--- config.mk ---
export PLATFORM = sky130hd
export DESIGN_NAME = pipe_ctrl
export DESIGN_NICKNAME = d
export VERILOG_FILES = /design/src/rtl/pipe_ctrl.sv
export SDC_FILE = /design/constraint.sdc
export NUM_CORES = 1
export LEC_CHECK = 0
export BUFFER_PORTS_ARGS = -buffer_cell sky130_fd_sc_hd__buf_4
export CELL_PAD_IN_SITES_DETAIL_PLACEMENT = 0
export CELL_PAD_IN_SITES_GLOBAL_PLACEMENT = 1
export CORE_MARGIN = 1.5
export CORE_UTILIZATION = 36
export DETAILED_ROUTE_END_ITERATION = 8
export PLACE_DENSITY = 0.77
export SLEW_MARGIN = 20
export SYNTH_ARGS = -nofsm -noshare
export SYNTH_HDL_FRONTEND = slang
export SYNTH_SLANG_ARGS = --single-unit
export TNS_END_PERCENT = 30
--- constraint.sdc ---
create_clock -name clk -period 2.4 [get_ports clk]
set_clock_uncertainty 0.05 [all_clocks]
set_input_delay 0.24 -clock clk [delete_from_list [all_inputs] [get_ports clk]]
set_output_delay 0.24 -clock clk [all_outputs]
set_load 0.005 [all_outputs]
--- src/rtl/pipe_ctrl.sv ---
// -----------------------------------------------------------------------------
// pipe_ctrl -- pipeline control unit
//
// Produces the stall vector and branch flush/redirect for the PC, IF/ID and
// ID/EX pipeline registers. It arbitrates load-use, multi-cycle EX and
// memory-wait stall requests. A three-state FSM (RUN, HOLD_EX, HOLD_MEM)
// holds a taken branch back while the pipe is frozen and sequences the
// memory-wait timeout.
//
// Optional feature macro: BITTY_STALL_CNT_EN
//   defined   : stall_cycles_o counts cycles with stalled != 0 and
//               flush_cnt_o counts redirect pulses. Both are 32-bit, wrap,
//               and are cleared only by rst.
//   undefined : both outputs are tied to zero and no counter flops exist.
//
// Ports
//   clk, rst           clock (rising edge), synchronous active-high reset
//   stallreq_id_i      load-use hazard from ID (level)
//   stallreq_ex_i      EX multi-cycle op busy (level)
//   mem_req_i          LSU issues a bus access this cycle
//   mem_ack_i          bus completes the access
//   ex_branch_flag_i   EX resolves a taken branch (1-cycle pulse)
//   ex_branch_addr_i   branch target, valid with ex_branch_flag_i
//   stalled[2:0]       [0] ID/EX bubble, [1] IF/ID hold, [2] PC hold
//   mem_hold_o         freeze EX/MEM and MEM/WB
//   flush_o            IF/ID clear pulse
//   redirect_o         PC load pulse, coincident with flush_o
//   redirect_addr_o    redirect target; holds the last target between pulses
//   bus_err_o          memory timeout pulse
//   stall_cycles_o     stalled-cycle counter (feature-gated)
//   flush_cnt_o        redirect pulse counter (feature-gated)
// -----------------------------------------------------------------------------
module pipe_ctrl #(
    parameter int MEM_TIMEOUT = 16,
    parameter int TO_W        = 5
) (
    input  logic        clk,
    input  logic        rst,
    input  logic        stallreq_id_i,
    input  logic        stallreq_ex_i,
    input  logic        mem_req_i,
    input  logic        mem_ack_i,
    input  logic        ex_branch_flag_i,
    input  logic [31:0] ex_branch_addr_i,
    output logic [2:0]  stalled,
    output logic        mem_hold_o,
    output logic        flush_o,
    output logic        redirect_o,
    output logic [31:0] redirect_addr_o,
    output logic        bus_err_o,
    output logic [31:0] stall_cycles_o,
    output logic [31:0] flush_cnt_o
);

    typedef enum logic [1:0] {
        RUN      = 2'd0,
        HOLD_EX  = 2'd1,
        HOLD_MEM = 2'd2
    } state_t;

    state_t            state_reg;
    logic [TO_W-1:0]   count_reg;
    logic              br_pend_reg;
    logic [31:0]       br_addr_reg;
    logic              flush_reg;
    logic              redirect_reg;
    logic [31:0]       redirect_addr_reg;
    logic              bus_err_reg;

    logic              in_run;
    logic              mem_start;
    logic              start_hold;
    logic              timeout_hit;
    logic              leave_hold;
    logic              stall_all;
    logic              redirect_next;
    logic [31:0]       redirect_target;

    always_comb begin
        in_run      = (state_reg == RUN);
        mem_start   = mem_req_i & ~mem_ack_i;
        start_hold  = in_run & (mem_start | stallreq_ex_i);
        // The request cycle counts as the first wait cycle, so the timeout
        // fires after MEM_TIMEOUT stalled cycles in total.
        timeout_hit = (state_reg == HOLD_MEM) & ~mem_ack_i
                    & (count_reg == TO_W'(MEM_TIMEOUT - 1));
        leave_hold  = ((state_reg == HOLD_EX) & ~mem_start & ~stallreq_ex_i)
                    | ((state_reg == HOLD_MEM) & (mem_ack_i | timeout_hit));

        // A fresh branch in the releasing cycle is newer than the pending one.
        redirect_target = ex_branch_flag_i ? ex_branch_addr_i : br_addr_reg;
        redirect_next   = (in_run & ex_branch_flag_i & ~start_hold)
                        | (leave_hold & (ex_branch_flag_i | br_pend_reg));

        // The load-use request is ignored while a redirect is visible: the
        // instruction in ID is on the wrong path and is being flushed.
        stall_all  = ~in_run
                   | mem_start
                   | stallreq_ex_i
                   | (stallreq_id_i & ~redirect_reg);
        mem_hold_o = (state_reg == HOLD_MEM) | (in_run & mem_start);
        stalled    = {3{stall_all}};
    end

    always_ff @(posedge clk) begin
        if (rst) begin
            state_reg         <= RUN;
            count_reg         <= '0;
            br_pend_reg       <= 1'b0;
            br_addr_reg       <= '0;
            flush_reg         <= 1'b0;
            redirect_reg      <= 1'b0;
            redirect_addr_reg <= '0;
            bus_err_reg       <= 1'b0;
        end else begin
            flush_reg    <= redirect_next;
            redirect_reg <= redirect_next;
            bus_err_reg  <= timeout_hit;
            if (redirect_next) begin
                redirect_addr_reg <= redirect_target;
            end

            if (redirect_next) begin
                br_pend_reg <= 1'b0;
            end else if (ex_branch_flag_i & (~in_run | start_hold)) begin
                br_pend_reg <= 1'b1;
                br_addr_reg <= ex_branch_addr_i;
            end

            case (state_reg)
                RUN: begin
                    if (mem_start) begin
                        state_reg <= HOLD_MEM;
                        count_reg <= TO_W'(1);
                    end else if (stallreq_ex_i) begin
                        state_reg <= HOLD_EX;
                    end
                end
                HOLD_EX: begin
                    if (mem_start) begin
                        state_reg <= HOLD_MEM;
                        count_reg <= TO_W'(1);
                    end else if (!stallreq_ex_i) begin
                        state_reg <= RUN;
                    end
                end
                HOLD_MEM: begin
                    count_reg <= count_reg + 1'b1;
                    if (leave_hold) begin
                        state_reg <= RUN;
                    end
                end
                default: state_reg <= RUN;
            endcase
        end
    end

    assign flush_o         = flush_reg;
    assign redirect_o      = redirect_reg;
    assign redirect_addr_o = redirect_addr_reg;
    assign bus_err_o       = bus_err_reg;

`ifdef BITTY_STALL_CNT_EN
    logic [31:0] stall_cnt_reg;
    logic [31:0] flush_cnt_reg;

    always_ff @(posedge clk) begin
        if (rst) begin
            stall_cnt_reg <= '0;
            flush_cnt_reg <= '0;
        end else begin
            if (stall_all) begin
                stall_cnt_reg <= stall_cnt_reg + 32'd1;
            end
            // Counted as the pulse is launched so the count is current
            // in the same cycle redirect_o is seen.
            if (redirect_next) begin
                flush_cnt_reg <= flush_cnt_reg + 32'd1;
            end
        end
    end

    assign stall_cycles_o = stall_cnt_reg;
    assign flush_cnt_o    = flush_cnt_reg;
`else
    assign stall_cycles_o = 32'h0;
    assign flush_cnt_o    = 32'h0;
`endif

endmodule

# Yosys cells after proc, flatten, opt, wreduce, memory -nomap -nowiden
# Cells that the tools add are included.
[word_totals]
reg_bits = 74
input_bits = 39
output_inout_bits = 103
[classes]
addsub = 1
eq_ne = 7
mux = 9
bitwise = 30
n_reduce_logical = 7
[op_table]
columns = ["operator", "count"]
rows = [
  ["32-bit two-way mux", 1],
  ["1-bit AND", 13],
  ["2-bit two-way mux", 5],
  ["1-bit OR", 10],
  ["5-bit case mux with 2 select lines", 1],
  ["1-bit inverter", 7],
  ["2-bit case mux with 3 select lines", 1],
  ["5-bit by 1-bit adder with 5-bit output, second input constant", 1],
  ["5-bit by 4-bit == test with 1-bit output, second input constant", 1],
  ["5-bit two-way mux", 1],
  ["2-bit AND reduction", 2],
  ["2-bit OR reduction", 2],
  ["3-bit by 2-bit inequality test with 1-bit output, second input constant", 1],
  ["3-bit inequality test, second input constant", 1],
  ["3-bit AND reduction", 1],
  ["2-bit by 1-bit == test with 1-bit output, second input constant", 1],
  ["2-bit == test, second input constant", 1],
  ["2-bit logical NOT", 1],
  ["2-bit by 1-bit inequality test with 1-bit output, second input constant", 1],
  ["2-bit inequality test, second input constant", 1],
  ["2-bit nonzero test", 1],
]

# Depth between registers and ports, before layout
# Gate-level depths: netlist of run 1.
[logic_depth]
depth_word = 10
ltp_mapped = 9
mapped_depth_nobuf = 7

# Least setup slack after synthesis of run 1
# Ideal clock, no wire load.
[synth_path]
kind = "flip-flop to flip-flop"
from = "reg count_reg[0]"
to = "reg redirect_addr_reg[21] (netlist: redirect_addr_o[21])"
setup_ns = 0.081
arrival_ns = 1.829
t_required_ns = 2.269
path_slack_ns = 0.440
path_stages_with_launch = 10
period_less_slack_ns = 1.960
cell_sequence = "dfxtp_1 > ha_1 > and3_1 > ha_1 > nor2_4 > o21ai_1 > and2_1 > buf_6 > buf_12 > a211oi_2"
[synth_between]
elab_chain_cells = 7
[synth_lines]
columns = ["element", "line_no", "rtl"]
rows = [
  ["start, declared", "62", "logic [TO_W-1:0] count_reg;"],
  ["start signal, assigned", "148", "count_reg <= count_reg + 1'b1;"],
  ["5-bit by 4-bit == test with 1-bit output", "86", "& (count_reg == TO_W'(MEM_TIMEOUT - 1));"],
  ["1-bit AND", "86", ""],
  ["1-bit OR", "88", "| ((state_reg == HOLD_MEM) & (mem_ack_i | timeout_hit));"],
  ["1-bit AND", "88", ""],
  ["1-bit OR", "88", ""],
  ["1-bit AND", "93", "| (leave_hold & (ex_branch_flag_i | br_pend_reg));"],
  ["1-bit OR", "93", ""],
  ["end signal, assigned", "120", "redirect_addr_reg <= redirect_target;"],
  ["end, declared", "67", "logic [31:0] redirect_addr_reg;"],
]
# Every way passes these cells.
# A chain may end at the register's enable or synchronous reset.

# Worst setup path after layout of run 1
[layout_path]
from = "reg count_reg[0]"
to = "reg redirect_addr_reg[12] (netlist: redirect_addr_o[12])"
# Same word-level chain as after synthesis.

==> out/metrics.csv, run 1 <==
stage,metric,value,unit
status,outcome,finished clean,
route,drt-initial-drc-count,91,
clocking,cts_setup_buffers,0,
layout,syn2layout_area_growth,16.0,%
global_route,grt_max_degree,46,
floorplanning,core_area,10300,um^2
sta,setup_violations,0,
sta,fin_crit,2170,ps
route,wirelength,8.37,mm
sta,worst_pin_slew,911,ps
floorplanning,fp.dieArea,11100,um^2
power,vdd_ir_drop_max,0.286,mV
power,p_per_area,666,nW/um^2
sta,fin_crit_sh,90.5,%
clocking,cts_max_level,3,
route,routedWlPerCell,13.6,um
floorplanning,rows,37,
route,drt_pass1_iterations,4,
clocking,cts_tree,yes,
worst_setup_path,critPathMaxFanout,19,
clocking,clkLatencyLatePin,340,ps
floorplanning,die_w,106,um
global_route,grt_first_pass_wirelength,13.3,mm
route,via_per_inst,4.58,
run,maxCapViolCount,0,
sta,fin_ws,228,ps
power,p_leak,1.86,nW
clocking,holdBufCountCts,0,
route,drc,0,
clocking,root_buffer,clkbuf_8,
synthesis,synth_cell_types,36,
synthesis,syn-mean-instance-area,9.22,um^2
global_route,track_usage,15.2,%
synthesis,syn_inst,411,
clocking,path_clk_slew,80,ps
placement,io_buffers,77,
route,antenna_left,0,
floorplanning,pin_count,142,
synthesis,ys_seq_area_share,39.1,%
global_route,first_global_vias,2694,
clocking,clock_path_buffers,2,
sta,drv_slew,0,
layout,layout.nets,517,
clocking,cts_made_buffers,9,
clocking,cts_resized,0,
sta,fin_tns_setup,0,ps
worst_setup_path,cp.required,2620,ps
worst_setup_path,criticalPathCategory,reg -> reg,
sta,fin_worst_hold_slack,60.0,ps
min_path,hp-class,in -> reg,
layout,mostFrequentLayoutCell,buf_4,
layout,final_cell_mix,"86 x buf_4, 74 x dfxtp_1, 69 x a21oi_1",
global_route,antenna_found_initial,0,
global_route,grt_overflow_total,0,
placement,dp_hpwl,5.46,mm
layout,diodes,0,
floorplanning,die_h,106,um
worst_setup_path,cp.arrival,2390,ps
layout,drive_gt1_share,29.6,%
worst_setup_path,start_kind,register,
synthesis,ys_ff_latch,74,
synthesis,yosysWarnings,0,
worst_setup_path,cp-end-kind,register,
sta,slew_headroom,39.3,%
route,vias,2819,
placement,gp_congestion,0.755,
floorplanning,initial_utilization,36.9,%
sta,fmax,0.460,GHz
synthesis,synth_area,3790,um^2
sta,rsz0062_at_grt,false,
sta,hold_viol,0,
clocking,cts.sinks,74,
placement,pre_cts_slack,183,ps
[metrics by stage]
stage               util, %  power (mW)  area (um^2)  std cells
global placement       40.5        1.88         4160        600
detailed placement     40.5        1.89         4160        600
finish                 42.8        2.93         4400        616
floorplan                 -        1.78         4030        474
CTS                    42.6        2.96         4380        615
global route           42.8        3.07         4400        616
[worst max-delay path, cell delays in order, from the launching register on]
cell	delay, ps
dfxtp_1	340
ha_1	220
and3_1	180
ha_1	220
nor2_4	250
o22ai_4	110
and2_2	300
buf_12	210
a211oi_1	210
[layout make-up]
cell class | instances | area [um^2]
Clock buffer | 11 | 141
Inverter | 4 | 15.0
Timing Repair Buffer | 87 | 666
Fill cell | 1018 | 5880
Multi-Input combinational cell | 300 | 1850
Clock inverter | 4 | 76.3
Sequential cell | 74 | 1480
Tap cell | 136 | 170
[power by group]
group	internal [mW]	switching (mW)	total, mW
logic	0.226	0.281	0.506
registers	1.31	0.0455	1.35
clock network	0.610	0.459	1.07
total	2.14	0.785	2.93
[Yosys cell counts (all sizes together)]
master	n	area (um^2)
dfxtp	74	1480
o221a	1	11.3
nor4	1	6.26
nor2b	3	18.8
o21ba	1	10.0
buf	86	662
xnor2	1	8.76
nand3	1	5.00
or2	1	8.76
conb	1	3.75
and3	1	6.26
and2b	1	7.51
inv	4	15.0
nand2b	1	8.76
and2	1	6.26
o22ai	1	20.0
nor2	9	41.3
o21ai	3	15.0
o221ai	1	15.0
clkbuf	11	52.6
mux2i	32	320
a21oi	69	345
a211oi	33	398
nand2	65	244
nor3	3	20.0
a22oi	2	15.0
nor4b	2	17.5
ha	2	25.0
[kinds of logic after synthesis]
kind of cell	synth area share, %
AO/OA/AOI/OAI	21.9
XOR/XNOR	0.231
adder cells (fa/ha/maj)	0.660
buffers and inverters	19.3
flip-flops	39.1
multiplexers	8.45
other	0.0990
AND/OR/NAND/NOR	10.3
[worst paths after layout]
check                   from             endpoint  slack, ps  depth (start not counted)
max             count_reg[0]  redirect_addr_o[12]        230                          8
min                mem_ack_i         state_reg[1]         60                          2
max reg2reg     count_reg[0]  redirect_addr_o[12]        230                          8
min reg2reg  br_addr_reg[13]      br_addr_reg[13]        410                          2
[metal layers]
metal | up-vias | share of wire (%) | track usage (%)
li1 | 1411 | - | -
met2 | 75 | 46 | 23.9
met3 | 10 | 5.1 | 4.14
met1 | 1323 | 47 | 19.6
met4 | 0 | 1.3 | 6.18
met5 | - | 0 | 0
(Power assumes the default switching activity.)
==> run 2: changes to the inputs <==
--- a/config.mk
+++ b/config.mk
@@ -10,7 +10,9 @@
 export CELL_PAD_IN_SITES_GLOBAL_PLACEMENT = 1
 export CORE_MARGIN = 1.5
 export CORE_UTILIZATION = 36
+export CTS_CLUSTER_SIZE = 28
 export DETAILED_ROUTE_END_ITERATION = 8
+export MAX_ROUTING_LAYER = met4
 export PLACE_DENSITY = 0.77
 export SLEW_MARGIN = 20
 export SYNTH_ARGS = -nofsm -noshare
==> out/metrics.csv, run 2 (synthesis results as in run 1) <==
stage,metric,value,unit
status,outcome,finished clean,
floorplanning,pin_count,142,
route,antenna_left,0,
sta,fin_worst_hold_slack,61.0,ps
route,via_per_inst,4.56,
worst_setup_path,cp_common_cell,ha_1,
floorplanning,core_area,10300,um^2
clocking,cts.sinks,74,
worst_setup_path,critPathMaxFanout,19,
global_route,grt_first_pass_wirelength,13.3,mm
placement,io_buffers,77,
clocking,cts_tree,yes,
clocking,root_buffer,clkbuf_8,
sta,fin_crit_sh,90.6,%
worst_setup_path,cp.required,2620,ps
clocking,cts_resized,0,
route,wirelength,8.36,mm
power,vdd_ir_drop_max,0.285,mV
sta,rsz0062_at_grt,false,
clocking,holdBufCountCts,0,
layout,drive_gt1_share,29.6,%
worst_setup_path,cp.arrival,2390,ps
layout,final_cell_mix,"86 x buf_4, 74 x dfxtp_1, 69 x a21oi_1",
placement,gp_congestion,0.765,
clocking,cts_setup_buffers,0,
worst_setup_path,cp_top_family,simple AND/OR/NAND/NOR gates,
worst_setup_path,criticalPathCategory,reg -> reg,
power,total_power,2.93,mW
placement,dp_hpwl,5.46,mm
clocking,path_clk_slew,80,ps
floorplanning,die_h,106,um
min_path,holdPathStages,2,
placement,dp_cells,600,
clocking,clock_path_buffers,2,
sta,slew_headroom,39.2,%
layout,syn2layout_area_growth,16.0,%
sta,drv_slew,0,
worst_setup_path,cp.depth,8,
layout,layout.nets,517,
route,routedWlPerCell,13.6,um
sta,fin_crit,2170,ps
global_route,track_usage,15.6,%
sta,fmax,0.460,GHz
power,p_per_area,666,nW/um^2
layout,fillCellCount,1018,
global_route,grt_max_degree,46,
worst_setup_path,cp-end-kind,register,
global_route,grt_overflow_total,0,
route,drt_pass1_iterations,4,
sta,setup_violations,0,
clocking,clkLatencyLatePin,340,ps
route,vias,2811,
clocking,cts_max_level,3,
worst_setup_path,critPathSlowestCell,dfxtp_1,
route,drc,0,
floorplanning,rows,37,
clocking,cts_made_buffers,9,
layout,diodes,0,
floorplanning,fp.dieArea,11100,um^2
run,maxCapViolCount,0,
worst_setup_path,max_stage_delay,340,ps
route,drt-initial-drc-count,86,
worst_setup_path,reg2reg_depth,8,
sta,hold_viol,0,
floorplanning,initial_utilization,36.9,%
worst_setup_path,worstPathCellList,"ha_1, and3_1, ha_1, nor2_4, o22ai_4, and2_2, buf_12, a211oi_1",
sta,fin_tns_setup,0,ps
global_route,first_global_vias,2701,
layout,layout.cells.non_filler,616,
worst_setup_path,cp.buffers_inverters,1,
layout,mostFrequentLayoutCell,buf_4,
power,p_leak,1.86,nW
worst_setup_path,start_kind,register,
min_path,hp-class,in -> reg,
floorplanning,die_w,106,um
sta,worst_pin_slew,913,ps
global_route,antenna_found_initial,0,
-- run 2: cell counts in the layout (fill, tap and decap cells not counted) --
Identical to the previous run, type by type.
-- run 2: per-layer routing --
layer / GRT usage, % / part of all wire, %
met1: 19.7 / 48
met3: 3.34 / 4.4
met2: 24.0 / 46
met4: 6.76 / 1.5
met5: - / 0
-- run 2: cell type report --
class | count | area [um^2] | area share [%]
Multi-Input combinational cell | 300 | 1850 | 42.0
Sequential cell | 74 | 1480 | 33.7
Timing Repair Buffer | 87 | 666 | 15.1
Tap cell | 136 | 170 | 3.87
Clock buffer | 11 | 141 | 3.22
Clock inverter | 4 | 76.3 | 1.74
Inverter | 4 | 15.0 | 0.342
-- run 2: report_power, final --
group	switching (mW)	internal (mW)	leakage, nW
clock	0.458	0.610	0.106
combinational	0.280	0.226	1.15
sequential	0.0455	1.31	0.607
-- run 2: worst paths after layout --
path | from | endpoint | slack (ps)
hold reg to reg | br_addr_reg[13] | br_addr_reg[13] | 410
setup reg to reg | count_reg[0] | redirect_addr_o[12] | 230
setup / recovery | count_reg[0] | redirect_addr_o[12] | 230
hold / removal | mem_ack_i | state_reg[1] | 60
-- run 2: metrics by stage --
step                      utilization (%)  setup WS (ps)  cell area, um^2
final                                42.8            226             4400
after global routing                 42.8           16.2             4400
after CTS                            42.6            175             4380
after detailed placement             40.5            183             4160
after global placement               40.5            233             4160
after floorplan                         -            440             4030
==> run 3: changes to the inputs <==
--- a/config.mk
+++ b/config.mk
@@ -9,11 +9,11 @@
 export CELL_PAD_IN_SITES_DETAIL_PLACEMENT = 0
 export CELL_PAD_IN_SITES_GLOBAL_PLACEMENT = 1
 export CORE_MARGIN = 1.5
-export CORE_UTILIZATION = 36
+export CORE_UTILIZATION = 39
 export CTS_CLUSTER_SIZE = 28
 export DETAILED_ROUTE_END_ITERATION = 8
 export MAX_ROUTING_LAYER = met4
-export PLACE_DENSITY = 0.77
+export PLACE_DENSITY = 0.83
 export SLEW_MARGIN = 20
 export SYNTH_ARGS = -nofsm -noshare
 export SYNTH_HDL_FRONTEND = slang
==> constraint.sdc (replaced) <==
create_clock -name clk -period 2.7 [get_ports clk]
set_clock_uncertainty 0.05 [all_clocks]
set_input_delay 0.27 -clock clk [delete_from_list [all_inputs] [get_ports clk]]
set_output_delay 0.27 -clock clk [all_outputs]
set_load 0.005 [all_outputs]
==> out/metrics.csv, run 3 (synthesis results as in run 1) <==
stage,metric,value,unit
global_route,first_global_vias,2635,
sta,slew_headroom,33.5,%
floorplanning,fp.dieArea,10300,um^2
power,p_per_area,570,nW/um^2
sta,fin_worst_hold_slack,95.0,ps
clocking,cts_max_level,3,
route,routedWlPerCell,13.5,um
power,p_leak,1.82,nW
worst_setup_path,critPathMaxFanout,34,
run,maxCapViolCount,0,
clocking,root_buffer,clkbuf_8,
worst_setup_path,cp.arrival,2500,ps
route,drt-initial-drc-count,123,
route,wl_met1,3.53,mm
worst_setup_path,cp_top_family,simple AND/OR/NAND/NOR gates,
worst_setup_path,cp.required,2820,ps
global_route,grt_first_pass_wirelength,12.9,mm
placement,pre_cts_slack,294,ps
layout,fin_util,45.8,%
worst_setup_path,max_stage_delay,820,ps
min_path,hp-class,in -> reg,
clocking,clkLatencyLatePin,340,ps
worst_setup_path,cp.buffers_inverters,0,
clocking,clock_path_buffers,2,
route,routed.top_layer,met4,
worst_setup_path,cp_common_cell,ha_1,
route,drt_pass1_iterations,4,
route,via_per_inst,4.73,
route,antenna_left,0,
global_route,grt_overflow_total,0,
route,drc,0,
power,vdd_ir_drop_max,0.328,mV
clocking,cts.sinks,74,
worst_setup_path,worstPathCellList,"ha_1, and3_1, ha_1, nor2_4, o21ai_2, and2_2, a211oi_1",
layout,layout.nets,512,
clocking,path_clk_slew,70,ps
global_route,antenna_found_initial,0,
floorplanning,rows,35,
floorplanning,core_area,9330,um^2
global_route,grt_max_degree,75,
layout,final_cell_mix,"83 x buf_4, 74 x dfxtp_1, 69 x a21oi_1",
route,wl_met3,473,um
layout,syn2layout_area_growth,12.8,%
layout,design_area,4270,um^2
layout,drive_gt1_share,28.7,%
layout,fillCellCount,928,
worst_setup_path,critPathSlowestCell,and2_2,
placement,io_buffers,77,
worst_setup_path,criticalPathCategory,reg -> reg,
layout,diodes,0,
clocking,cts_made_buffers,9,
layout,mostFrequentLayoutCell,buf_4,
sta,drv_slew,0,
placement,dp_cells,589,
route,met2_length,4.08,mm
sta,fin_crit,2380,ps
clocking,holdBufCountCts,0,
floorplanning,pin_count,142,
clocking,cts_tree,yes,
sta,fin_ws,321,ps
sta,fmax,0.420,GHz
power,total_power,2.44,mW
placement,dp_hpwl,5.30,mm
clocking,cts_setup_buffers,0,
floorplanning,die_h,102,um
sta,setup_violations,0,
sta,fin_crit_sh,88.1,%
sta,fin_tns_setup,0,ps
route,wirelength,8.14,mm
route,vias,2851,
worst_setup_path,start_kind,register,
placement,place_area,4100,um^2
sta,hold_viol,0,
floorplanning,initial_utilization,40.6,%
layout,layout.cells.non_filler,603,
status,outcome,finished clean,
worst_setup_path,cp-end-kind,register,
placement,gp_congestion,0.775,
sta,rsz0062_at_grt,false,
floorplanning,die_w,102,um
global_route,track_usage,16.5,%
sta,worst_pin_slew,997,ps
clocking,cts_resized,0,
-- run 3: changes by cell type in the layout (fill, tap and decap cells not counted), sizes merged --
| cell | delta |
|---|---|
| buf | -4 |
| o221ai | -1 |
| clkinv | +2 |
| clkbuf | -1 |
| clkinvlp | -1 |
| bufinv | -1 |
-- run 3: power breakdown --
| group | switching (mW) | internal (mW) | total [mW] |
|---|---|---|---|
| Sequential | 0.0418 | 1.16 | 1.20 |
| Combinational | 0.243 | 0.193 | 0.436 |
| Clock | 0.383 | 0.412 | 0.795 |
-- run 3: layout make-up --
cell class	count	area [um^2]	share of cell area, %
multi-input cells	299	1820	42.6
inverters	4	15.0	0.351
clock buffers	10	128	2.99
well taps	129	161	3.78
flip-flops and latches	74	1480	34.7
clock inverters	4	45.0	1.05
repair buffers	83	623	14.6
-- run 3: routing by layer --
metal	up-vias	track usage [%]
li1	1393	-
met1	1359	19.5
met2	91	27.6
met3	8	5.18
met4	0	3.21
met5	-	-
-- run 3: path summary, 6_finish.rpt --
path	startpoint	endpoint	slack (ps)	cells after the start
setup / recovery	count_reg[0]	redirect_addr_o[13]	320	7
hold / removal	mem_ack_i	state_reg[1]	90	2
setup reg to reg	count_reg[0]	redirect_addr_o[13]	320	7
hold reg to reg	br_addr_reg[17]	br_addr_reg[17]	400	2
-- run 3: worst register-to-register path, cell delays in order, from the launching register on --
cell and delay [ps]:
dfxtp_1 370, ha_1 190, and3_1 160, ha_1 210, nor2_4 80, o21ai_2 140, and2_2 820, a211oi_1 180
